File: src/rtl/sfp_acc_ctrl_pkg.sv
// Shared types and default widths for the SFP accumulate/ReLU sequencer.
package sfp_acc_ctrl_pkg;

  localparam int DEF_PASS_BW  = 4;
  localparam int DEF_ROW_BW   = 5;
  localparam int DEF_ADDR_BW  = 11;
  // Row field of a pipeline stage; widen it if the top is built with a larger ROW_BW.
  localparam int STAGE_ROW_BW = DEF_ROW_BW;

  typedef logic [1:0] state_t;
  localparam state_t ST_IDLE  = 2'd0;
  localparam state_t ST_RUN   = 2'd1;
  localparam state_t ST_DRAIN = 2'd2;
  localparam state_t ST_DONE  = 2'd3;

  typedef struct packed {
    logic                    valid;
    logic                    first;
    logic                    last;
    logic [STAGE_ROW_BW-1:0] row;
  } stage_t;

endpackage

File: src/rtl/sfp_acc_ctrl_if.sv
// Psum-read, SFP-control and output-write strobes between the sequencer and the datapath.
interface sfp_acc_ctrl_if import sfp_acc_ctrl_pkg::*; #(
  parameter int ADDR_BW = DEF_ADDR_BW,
  parameter int ROW_BW  = DEF_ROW_BW
) ();
  logic               pmem_rd;
  logic [ADDR_BW-1:0] pmem_addr;
  logic               sfp_valid_in;
  logic               sfp_acc_en;
  logic               sfp_relu_en;
  logic               sfp_valid_out;
  logic               omem_wr;
  logic [ROW_BW-1:0]  omem_addr;

  modport master (
    output pmem_rd, pmem_addr, sfp_valid_in, sfp_acc_en, sfp_relu_en, omem_wr, omem_addr,
    input  sfp_valid_out
  );

  modport slave (
    input  pmem_rd, pmem_addr, sfp_valid_in, sfp_acc_en, sfp_relu_en, omem_wr, omem_addr,
    output sfp_valid_out
  );
endinterface

File: src/rtl/sfp_acc_ctrl_pipe.sv
// Two-stage control delay line: stage 1 aligns with SRAM read data, stage 2 with SFP output.
module sfp_ctrl_pipe import sfp_acc_ctrl_pkg::*; (
  input  logic                    clk,
  input  logic                    reset,
  input  stage_t                  issue_i,
  input  logic                    relu_cfg_i,
  input  logic                    valid_out_i,
  output logic                    valid_in_o,
  output logic                    acc_en_o,
  output logic                    relu_en_o,
  output logic                    wr_o,
  output logic [STAGE_ROW_BW-1:0] wr_row_o,
  output logic                    mismatch_o
);

  stage_t                  s1_q;
  logic                    s2_valid_q;
  logic                    s2_last_q;
  logic [STAGE_ROW_BW-1:0] s2_row_q;

  // NOTE: non-blocking assignments so both stages shift on the same edge without ordering races.
  always_ff @(posedge clk) begin
    if (reset) begin
      s1_q       <= '0;
      s2_valid_q <= 1'b0;
      s2_last_q  <= 1'b0;
      s2_row_q   <= '0;
    end else begin
      s1_q       <= issue_i;
      s2_valid_q <= s1_q.valid;
      s2_last_q  <= s1_q.last;
      s2_row_q   <= s1_q.row;
    end
  end

  assign valid_in_o = s1_q.valid;
  assign acc_en_o   = s1_q.valid & ~s1_q.first;
  assign relu_en_o  = s1_q.valid & s1_q.last & relu_cfg_i;
  assign wr_o       = s2_valid_q & s2_last_q;
  assign wr_row_o   = wr_o ? s2_row_q : '0;
  // The SFP must present a result exactly when our stage-2 token says one is due.
  assign mismatch_o = s2_valid_q ^ valid_out_i;

endmodule

File: src/rtl/sfp_acc_ctrl.sv
// Layer sequencer: walks rows (outer) and passes (inner) through psum memory into the SFP.
module sfp_acc_ctrl import sfp_acc_ctrl_pkg::*; #(
  parameter int PASS_BW = DEF_PASS_BW,
  parameter int ROW_BW  = DEF_ROW_BW,
  parameter int ADDR_BW = DEF_ADDR_BW
) (
  input  logic               clk,
  input  logic               reset,
  input  logic               start,
  input  logic [PASS_BW-1:0] n_pass,
  input  logic [ROW_BW-1:0]  n_row,
  input  logic               relu_cfg,
  input  logic               hold,
  sfp_acc_ctrl_if.master     bus,
  output logic               busy,
  output logic               done,
  output logic               err
);

  state_t             state_q, state_d;
  logic [PASS_BW-1:0] n_pass_q, n_pass_d, pass_q, pass_d;
  logic [ROW_BW-1:0]  n_row_q, n_row_d, row_q, row_d;
  logic [ADDR_BW-1:0] base_q, base_d;
  logic               relu_q, relu_d, err_q, err_d;

  logic               rd, last_pass, last_row, accept, mismatch;
  logic               s1_valid;
  logic [STAGE_ROW_BW-1:0] wr_row;
  stage_t             issue;

  assign accept    = (state_q == ST_IDLE) && start;
  assign rd        = (state_q == ST_RUN) && !hold;
  assign last_pass = (pass_q == n_pass_q - PASS_BW'(1));
  assign last_row  = (row_q == n_row_q - ROW_BW'(1));

  // NOTE: every next-state variable gets its default first, so no branch can infer a latch.
  always_comb begin
    state_d  = state_q;
    n_pass_d = n_pass_q;
    n_row_d  = n_row_q;
    relu_d   = relu_q;
    pass_d   = pass_q;
    row_d    = row_q;
    base_d   = base_q;
    case (state_q)
      ST_IDLE: if (start) begin
        n_pass_d = n_pass;
        n_row_d  = n_row;
        relu_d   = relu_cfg;
        pass_d   = '0;
        row_d    = '0;
        base_d   = '0;
        state_d  = (n_pass == '0 || n_row == '0) ? ST_DONE : ST_RUN;
      end
      ST_RUN: if (rd) begin
        // base tracks pass*n_row by repeated addition, so no multiplier is needed.
        if (last_pass) begin
          pass_d = '0;
          base_d = '0;
          row_d  = row_q + ROW_BW'(1);
          if (last_row) state_d = ST_DRAIN;
        end else begin
          pass_d = pass_q + PASS_BW'(1);
          base_d = base_q + ADDR_BW'(n_row_q);
        end
      end
      // Stage 2 is refilled only from stage 1, so an empty stage 1 means both drain this edge.
      ST_DRAIN: if (!s1_valid) state_d = ST_DONE;
      ST_DONE:  state_d = ST_IDLE;
      default:  state_d = ST_IDLE;
    endcase
  end

  assign err_d = accept ? 1'b0 : (err_q | mismatch);

  always_comb begin
    issue = '0;
    if (rd) begin
      issue.valid = 1'b1;
      issue.first = (pass_q == '0);
      issue.last  = last_pass;
      issue.row   = STAGE_ROW_BW'(row_q);
    end
  end

  always_ff @(posedge clk) begin
    if (reset) begin
      state_q  <= ST_IDLE;
      n_pass_q <= '0;
      n_row_q  <= '0;
      relu_q   <= 1'b0;
      pass_q   <= '0;
      row_q    <= '0;
      base_q   <= '0;
      err_q    <= 1'b0;
    end else begin
      state_q  <= state_d;
      n_pass_q <= n_pass_d;
      n_row_q  <= n_row_d;
      relu_q   <= relu_d;
      pass_q   <= pass_d;
      row_q    <= row_d;
      base_q   <= base_d;
      err_q    <= err_d;
    end
  end

  sfp_ctrl_pipe u_pipe (
    .clk         (clk),
    .reset       (reset),
    .issue_i     (issue),
    .relu_cfg_i  (relu_q),
    .valid_out_i (bus.sfp_valid_out),
    .valid_in_o  (s1_valid),
    .acc_en_o    (bus.sfp_acc_en),
    .relu_en_o   (bus.sfp_relu_en),
    .wr_o        (bus.omem_wr),
    .wr_row_o    (wr_row),
    .mismatch_o  (mismatch)
  );

  assign bus.pmem_rd      = rd;
  assign bus.pmem_addr    = rd ? (base_q + ADDR_BW'(row_q)) : '0;
  assign bus.sfp_valid_in = s1_valid;
  assign bus.omem_addr    = ROW_BW'(wr_row);

  assign busy = (state_q == ST_RUN) || (state_q == ST_DRAIN);
  assign done = (state_q == ST_DONE);
  assign err  = err_q;

endmodule

File: src/flat_wrapper.sv
// flat-port wrapper written by rule: the top's interface ports become plain ports
module sfp_acc_ctrl_flat import sfp_acc_ctrl_pkg::*;
#(
  parameter int PASS_BW = DEF_PASS_BW,
  parameter int ROW_BW  = DEF_ROW_BW,
  parameter int ADDR_BW = DEF_ADDR_BW
)
  (clk, reset, start, n_pass, n_row, relu_cfg, hold, busy, done, err, bus_pmem_rd, bus_pmem_addr, bus_sfp_valid_in, bus_sfp_acc_en, bus_sfp_relu_en, bus_omem_wr, bus_omem_addr, bus_sfp_valid_out);
  sfp_acc_ctrl_if #(.ADDR_BW(ADDR_BW), .ROW_BW(ROW_BW)) bus_i ();
  input  logic clk;
  input  logic reset;
  input  logic start;
  input  logic [PASS_BW-1:0] n_pass;
  input  logic [ROW_BW-1:0] n_row;
  input  logic relu_cfg;
  input  logic hold;
  output logic busy;
  output logic done;
  output logic err;
  output wire logic [$bits(bus_i.pmem_rd)-1:0] bus_pmem_rd;
  output wire logic [$bits(bus_i.pmem_addr)-1:0] bus_pmem_addr;
  output wire logic [$bits(bus_i.sfp_valid_in)-1:0] bus_sfp_valid_in;
  output wire logic [$bits(bus_i.sfp_acc_en)-1:0] bus_sfp_acc_en;
  output wire logic [$bits(bus_i.sfp_relu_en)-1:0] bus_sfp_relu_en;
  output wire logic [$bits(bus_i.omem_wr)-1:0] bus_omem_wr;
  output wire logic [$bits(bus_i.omem_addr)-1:0] bus_omem_addr;
  input wire logic [$bits(bus_i.sfp_valid_out)-1:0] bus_sfp_valid_out;
  assign bus_pmem_rd = bus_i.pmem_rd;
  assign bus_pmem_addr = bus_i.pmem_addr;
  assign bus_sfp_valid_in = bus_i.sfp_valid_in;
  assign bus_sfp_acc_en = bus_i.sfp_acc_en;
  assign bus_sfp_relu_en = bus_i.sfp_relu_en;
  assign bus_omem_wr = bus_i.omem_wr;
  assign bus_omem_addr = bus_i.omem_addr;
  assign bus_i.sfp_valid_out = bus_sfp_valid_out;
  sfp_acc_ctrl #(.PASS_BW(PASS_BW), .ROW_BW(ROW_BW), .ADDR_BW(ADDR_BW)) u_core (.clk(clk), .reset(reset), .start(start), .n_pass(n_pass), .n_row(n_row), .relu_cfg(relu_cfg), .hold(hold), .bus(bus_i), .busy(busy), .done(done), .err(err));
endmodule
File: config.mk
export PLATFORM = sky130hd
export DESIGN_NAME = sfp_acc_ctrl_flat
export DESIGN_NICKNAME = d
export VERILOG_FILES = /design/src/rtl/sfp_acc_ctrl_pkg.sv /design/src/rtl/sfp_acc_ctrl_if.sv /design/src/rtl/sfp_acc_ctrl_pipe.sv /design/src/rtl/sfp_acc_ctrl.sv /design/src/flat_wrapper.sv
export SDC_FILE = /design/constraint.sdc
export NUM_CORES = 1
export LEC_CHECK = 0
export BUFFER_PORTS_ARGS = -buffer_cell sky130_fd_sc_hd__buf_4
export CAP_MARGIN = 0
export CORE_UTILIZATION = 33
export DETAILED_ROUTE_END_ITERATION = 12
export PLACE_DENSITY = 0.61
export SYNTH_ARGS = -nofsm -noshare
export SYNTH_HDL_FRONTEND = slang
export SYNTH_HIERARCHICAL = 1
export SYNTH_SLANG_ARGS = --single-unit
File: constraint.sdc
create_clock -name clk -period 2.7 [get_ports clk]
set_input_delay 0 -clock clk [delete_from_list [all_inputs] [get_ports clk]]
set_output_delay 0 -clock clk [all_outputs]
set_load 0.05 [all_outputs]
# After elaboration in Yosys (flattened, before gate mapping)
# Index checks and enable logic that the tools add are counted.
[classes] mux=22 n_addsub=6 n_reduce_logical=16 n_eq_ne=10 bitwise_logic=8
[op_table] cell="11-bit 2-to-1 mux" count=4
[op_table] cell="11-bit by 5-bit adder with 11-bit output" count=2
[op_table] cell="11-bit one-hot mux with 2 select lines" count=1
[op_table] cell="5-bit 2-to-1 mux" count=4
[op_table] cell="2-bit 2-to-1 mux" count=6
[op_table] cell="4-bit 2-to-1 mux" count=3
[op_table] cell="5-bit one-hot mux with 2 select lines" count=1
[op_table] cell="4-bit logical NOT" count=2
[op_table] cell="8-bit 2-to-1 mux" count=1
[op_table] cell="2-bit one-hot mux with 4 select lines" count=1
[op_table] cell="4-bit one-hot mux with 2 select lines" count=1
[op_table] cell="2-bit by 1-bit != test with 1-bit output (second input constant)" count=3
[op_table] cell="5-bit by 1-bit adder with 5-bit output (second input constant)" count=1
[op_table] cell="5-bit equality test" count=1
[op_table] cell="5-bit logical NOT" count=1
[op_table] cell="5-bit AND reduction" count=1
[op_table] cell="5-bit by 1-bit subtractor with 5-bit output (second input constant)" count=1
[op_table] cell="4-bit by 1-bit adder with 4-bit output (second input constant)" count=1
[op_table] cell="1-bit bitwise AND" count=4
[op_table] cell="2-bit equality test (second input constant)" count=2
[op_table] cell="4-bit equality test" count=1
[op_table] cell="2-bit != test (second input constant)" count=2
[op_table] cell="4-bit AND reduction" count=1
[op_table] cell="2-bit OR reduction" count=2
[op_table] cell="other kinds (12)" count=15
[word_totals] out_inout_bits=24 reg_bits=48 inputBits=15 word_cells=77

# Longest topological paths before layout
[depth] word_depth=6 ltp_mapped=9 ltp_nobuf=9

# Cells and area by module
# The synthesis kept the hierarchy.
[modules_own_cells] module="sfp_acc_ctrl" seq_area_each_um2=660.6 n_inst=1 area_per_inst_um2=2174.6 cells_each=273
[modules_own_cells] module="sfp_ctrl_pipe" seq_area_each_um2=300.3 n_inst=1 area_per_inst_um2=491.7 cells_each=40

# Worst setup path before layout
# Ideal clock, no wire load.
[synth_timing] kind="reg-to-output" from="reg u_core.row_q[0]" to="out bus_pmem_addr[10]" t_required_ns=2.700 setup_slack_ns=0.188 stages_incl_launch_ff=10 path_buffers=0 t_arrival_ns=2.512 path_cell_list="dfxtp_1 ha_1 inv_1 fa_1 nor2b_1 o21ai_0 a21boi_0 o2111ai_1 xor2_1 nor2_1"
[synth_between] elab_chain_cells=2
[synth_lines] element="from (decl)" line="sfp_acc_ctrl.sv:22" source="logic [ROW_BW-1:0] n_row_q, n_row_d, row_q, row_d;"
[synth_lines] element="from (signal assigned)" line="sfp_acc_ctrl.sv:102" source="row_q <= row_d;"
[synth_lines] element="11-bit by 5-bit adder with 11-bit output" line="sfp_acc_ctrl.sv:123" source="assign bus.pmem_addr = rd ? (base_q + ADDR_BW'(row_q)) : '0;"
[synth_lines] element="11-bit 2-to-1 mux" line="sfp_acc_ctrl.sv:123"
[synth_lines] element="to (decl)" line="flat_wrapper.sv:21" source="output wire logic [$bits(bus_i.pmem_addr)-1:0] bus_pmem_addr;"
# Every way passes these cells.

# Final worst setup path
# Same ends and word-level chain as after synthesis.

==> results.yml <==
synthesis:
  synth_seq_cells: 48
  ys_warn_count: 6
  simple_gate_share_of_the_synthesized_area_pct: 26.1
  synth-main-ff-cell: "sky130_fd_sc_hd__dfxtp_1"
  synth.area.mux_share_pct: 0.751
  asyncSetResetFlopFracSynth_pct: 0
  synth_fp_nets: 349
  synth_sequential_area_ratio_pct: 36.0
  synth-compound-area-share_pct: 13.8
  yosysTopAreaCell: "sky130_fd_sc_hd__dfxtp_1"
  post_synth.cell_area_avg_um2: 8.52
  netlist_top_cells_area: "sky130_fd_sc_hd__dfxtp_1 36%, sky130_fd_sc_hd__ha_1 8.9%, sky130_fd_sc_hd__xnor2_1 4.9%"
  post_synth_xor_xnor_area_pct: 9.20
  synthDistinctLibCells: 47
  synthCells: 313
  mappedNetlistArea_mm2: 0.00267
  synth_adder_area_share_pct: 10.4
  dominant_combinational_cell_family_by_area_after_synthesis: "simple AND/OR/NAND/NOR gates"
  synth_edf_count: 0
  yosys.area.top_type_share_pct: 36.0
placement:
  pre_cts_ws_ns: 0.342
  numPortBuffers: 38
  dp.final_hpwl_um: 4490
  placed_cell_area_mm2: 0.00307
  cell_count_after_placement: 448
  place.gp.congestion: 0.848
final_layout:
  syn_to_final_growth_pct: 22.6
  layout-drive-gt1-share_pct: 17.1
  multi_input_area_mm2: 0.00161
  num-fill-cells: 770
  final_area_mm2: 0.00327
  register_area_um2: 962
  insertedDiodeCount: 0
  finish.net_count: 399
  finalCoreUtilization_pct: 42.1
  final-instance-count-excl-fill: 464
sta:
  setup_total_negative_slack_ns: 0
  timing_worst_slew_pin_value_ns: 0.568
  finalHoldWorstSlack_ns: 0.0327
  finalClockSkew_ns: 0.00646
  number_of_hold_violations_in_the_final_report: 0
  slew_headroom_pct: 62.1
  final_min_period_over_clock_period_pct: 90.5
  setup_viol_count_final: 0
  timing.fmax_ghz: 0.409
  timing_max_transition_violations_final: 0
  rsz0062_at_grt: "no"
  final.setup.worst_slack_ns: 0.257
  period_minus_slack_ns: 2.44
global_route:
  grtUsageTotal_pct: 15.1
  grt_pass1_vias: 2227
  grt_start_max_net_pins: 39
  antenna_found_initial: 0
  grt_first_pass_wirelength_um: 10100
  gr-total-overflow: 0
cts:
  insertion_delay_ns: 0.30
  clock_tree_from_tritoncts: "built"
  cts.repair_timing.setup_buffer_count: 0
  clkTransAtPathRegs_ns: 0.08
  clock_tree.root_cell: "sky130_fd_sc_hd__clkbuf_8"
  clock_sink_count: 48
  tritoncts.num_buffers: 5
  cts.path.max_buffers: 2
  clock_tree.htree_level_count: 2
setup_path:
  crit_chain: "ha_1 > inv_1 > fa_1 > nor2b_1 > o21ai_0 > a21boi_1 > o2111ai_1 > xor2_1 > nor2_1 > buf_4"
  rrSetupSlack_ns: 0.34
  timing.setup.critical_path_class: "register to output port"
  cp_num_cells: 10
  timing.critical_path.to_type: "output port"
  crit_start: "u_core/row_q[0]$_SDFFE_PP0P_"
  critical-path-max-stage-delay_ns: 0.39
  r2r-start: "u_core/n_pass_q[0]$_SDFFE_PP0P_"
  ff2ff_path_depth: 8
  timing.critical_path.arrival_ns: 2.44
  setup.worst_path.start_class: "register"
  crit-reg2reg-capture: "u_core/state_q[1]$_SDFFE_PP0P_"
  crit_slowest_cell: "sky130_fd_sc_hd__dfxtp_2"
  critical-path-top-delay-family: "adder cells"
  cp.buffers_inverters: 2
  cp_max_fo: 6
  cp_data_required_time_ns: 2.70
pwr:
  total_power_mw: 2.26
  power_density_mw_per_mm2: 691
  internal_power_mw: 1.37
  power_switching_share_pct: 39.4
  switching_power_mw: 0.889
  clock_power_share_pct: 21.7
  share_seq_of_total_power_pct: 36.9
  leakagePower_nw: 1.39
  comb_power_share_pct: 41.4
  vdd_ir_drop_max_mv: 0.263
drt:
  dr_total_vias: 2310
  drt_first_iter_violations: 77
  wl_per_cell_um: 13.1
  postRouteAntennaNets: 0
  detail_route.vias_per_cell: 4.98
  drc: 0
  route.final.wire_length_um: 6100
  drtPass1Iterations: 4
run:
  maxCapViolations: 0
floorplan:
  chipHeight_um: 91.9
  chipWidth_um: 91.9
  core_area_mm2: 0.00777
  initial_core_util_pct: 34.3
  floorplan.die_area_mm2: 0.00844
  rows: 32
  io-pin-count: 39
min_path:
  worstHoldEndpoint: "u_core/err$_SDFF_PP0_"
  whs_path_depth: 4
  hold_start: "bus_sfp_valid_out"
  type_of_the_most_critical_hold_path: "input port to register"
status:
  run_status: "finished, final reports clean"
==> layer usage <==
layer	share of wire (%)	track usage, %	wire, um
met1	45	17.7	2720
met2	49	26.6	3000
met3	4.7	3.73	289
met4	1.5	5.21	89
met5	0	0	0
==> tightest hold or removal path, delay by kind of cell <==
| family | cells | cell delay [ns] |
|---|---|---|
| buffers and inverters | 1 | 0.08 |
| AND/OR/NAND/NOR | 2 | 0.16 |
| XOR/XNOR | 1 | 0.05 |
==> cell usage in the layout, fill, tap and decap left out, types with 3 or more instances in the layout <==
master                           n
sky130_fd_sc_hd__nor3_1         11
sky130_fd_sc_hd__nand3_1         4
sky130_fd_sc_hd__or4_1           3
sky130_fd_sc_hd__a21o_1          4
sky130_fd_sc_hd__nand2b_1        3
sky130_fd_sc_hd__dfxtp_1        47
sky130_fd_sc_hd__o21ai_0        10
sky130_fd_sc_hd__and2_1          7
sky130_fd_sc_hd__xor2_1         13
sky130_fd_sc_hd__nor2b_2         7
sky130_fd_sc_hd__xnor2_1        15
sky130_fd_sc_hd__and3_1          7
sky130_fd_sc_hd__buf_4          42
sky130_fd_sc_hd__a21oi_1        22
sky130_fd_sc_hd__inv_1          15
sky130_fd_sc_hd__a22oi_1         6
sky130_fd_sc_hd__ha_1           19
sky130_fd_sc_hd__nand4_1         3
sky130_fd_sc_hd__dlygate4sd3_1  10
sky130_fd_sc_hd__or3_1           4
sky130_fd_sc_hd__and2b_2         3
sky130_fd_sc_hd__nor2_1         29
sky130_fd_sc_hd__nand2_1        32
sky130_fd_sc_hd__nor2b_1         8
sky130_fd_sc_hd__clkbuf_8        5
==> timing repair <==
action	in CTS	in global routing
gates resized for setup	0	2
endpoints found under the setup margin	0	3
hold endpoints to repair	10	0
hold buffers	10	0
==> logic make-up (layout without fill, tap and decap cells) <==
logic type                 count (synthesis)  in the layout
xor gates and xnor gates                  28             28
adders and majority gates                 21             21
and+or+nand+nor                          131            131
muxes                                      2              2
DFF                                       48             48
buffers and inverters                     24             73
AOI/OAI and AO/OA                         59             59
==> state kept, by name, indices dropped and copies added (netlist names), 2 cells and up <==
| name | count |
|---|---|
| u_core/pass_q | 4 |
| u_core/u_pipe/s1_q | 7 |
| u_core/u_pipe/s2_row_q | 5 |
| u_core/base_q | 11 |
| u_core/n_pass_q | 4 |
| u_core/row_q | 5 |
| u_core/state_q | 2 |
| u_core/n_row_q | 5 |
==> power groups by stage <==
stage               Combinational [mW]  Clock [mW]  Sequential [mW]
finish                           0.935       0.491            0.833
global placement                 0.910           0            0.847
detailed placement               0.922           0            0.850
CTS                              0.937       0.509            0.834
global route                      1.02       0.539            0.844
floorplan                        0.630           0            0.846
==> Yosys cell counts, types with 2 or more instances <==
cell	count
sky130_fd_sc_hd__dfxtp_1	48
sky130_fd_sc_hd__nand2_1	32
sky130_fd_sc_hd__nor2_1	29
sky130_fd_sc_hd__a21oi_1	22
sky130_fd_sc_hd__ha_1	19
sky130_fd_sc_hd__inv_1	15
sky130_fd_sc_hd__xnor2_1	15
sky130_fd_sc_hd__xor2_1	13
sky130_fd_sc_hd__nor3_1	11
sky130_fd_sc_hd__o21ai_0	10
sky130_fd_sc_hd__clkbuf_1	8
sky130_fd_sc_hd__nor2b_1	8
sky130_fd_sc_hd__and2_1	7
sky130_fd_sc_hd__and3_1	7
sky130_fd_sc_hd__nor2b_2	7
sky130_fd_sc_hd__a22oi_1	6
sky130_fd_sc_hd__a21o_1	4
sky130_fd_sc_hd__nand3_1	4
sky130_fd_sc_hd__or3_1	4
sky130_fd_sc_hd__and2b_2	3
sky130_fd_sc_hd__nand2b_1	3
sky130_fd_sc_hd__nand4_1	3
sky130_fd_sc_hd__or4_1	3
sky130_fd_sc_hd__a211oi_1	2
sky130_fd_sc_hd__and2b_1	2
sky130_fd_sc_hd__fa_1	2
sky130_fd_sc_hd__mux2i_1	2
sky130_fd_sc_hd__nand3b_1	2
sky130_fd_sc_hd__o2111ai_1	2
sky130_fd_sc_hd__o211ai_1	2
sky130_fd_sc_hd__o21ai_1	2
==> worst max-delay path by stage <==
stage	to	slack [ns]
2_1_floorplan	bus_pmem_addr[10]	0.19
3_3_place_gp	u_core/state_q[1]$_SDFFE_PP0P_	0.39
3_5_place_dp	u_core/state_q[1]$_SDFFE_PP0P_	0.34
4_1_cts	bus_pmem_addr[8]	0.04
5_1_grt	bus_pmem_addr[10]	0.006
6_report	bus_pmem_addr[10]	0.26
==> area by class of cell <==
type                            instances  area share (%)
Clock buffer                            5            2.11
Clock inverter                          1           0.919
Inverter                               15            1.72
Multi-Input combinational cell        241            49.2
Sequential cell                        48            29.4
Tap cell                              102            3.91
Timing Repair Buffer                   52            12.7
(Power assumes the default switching activity.)
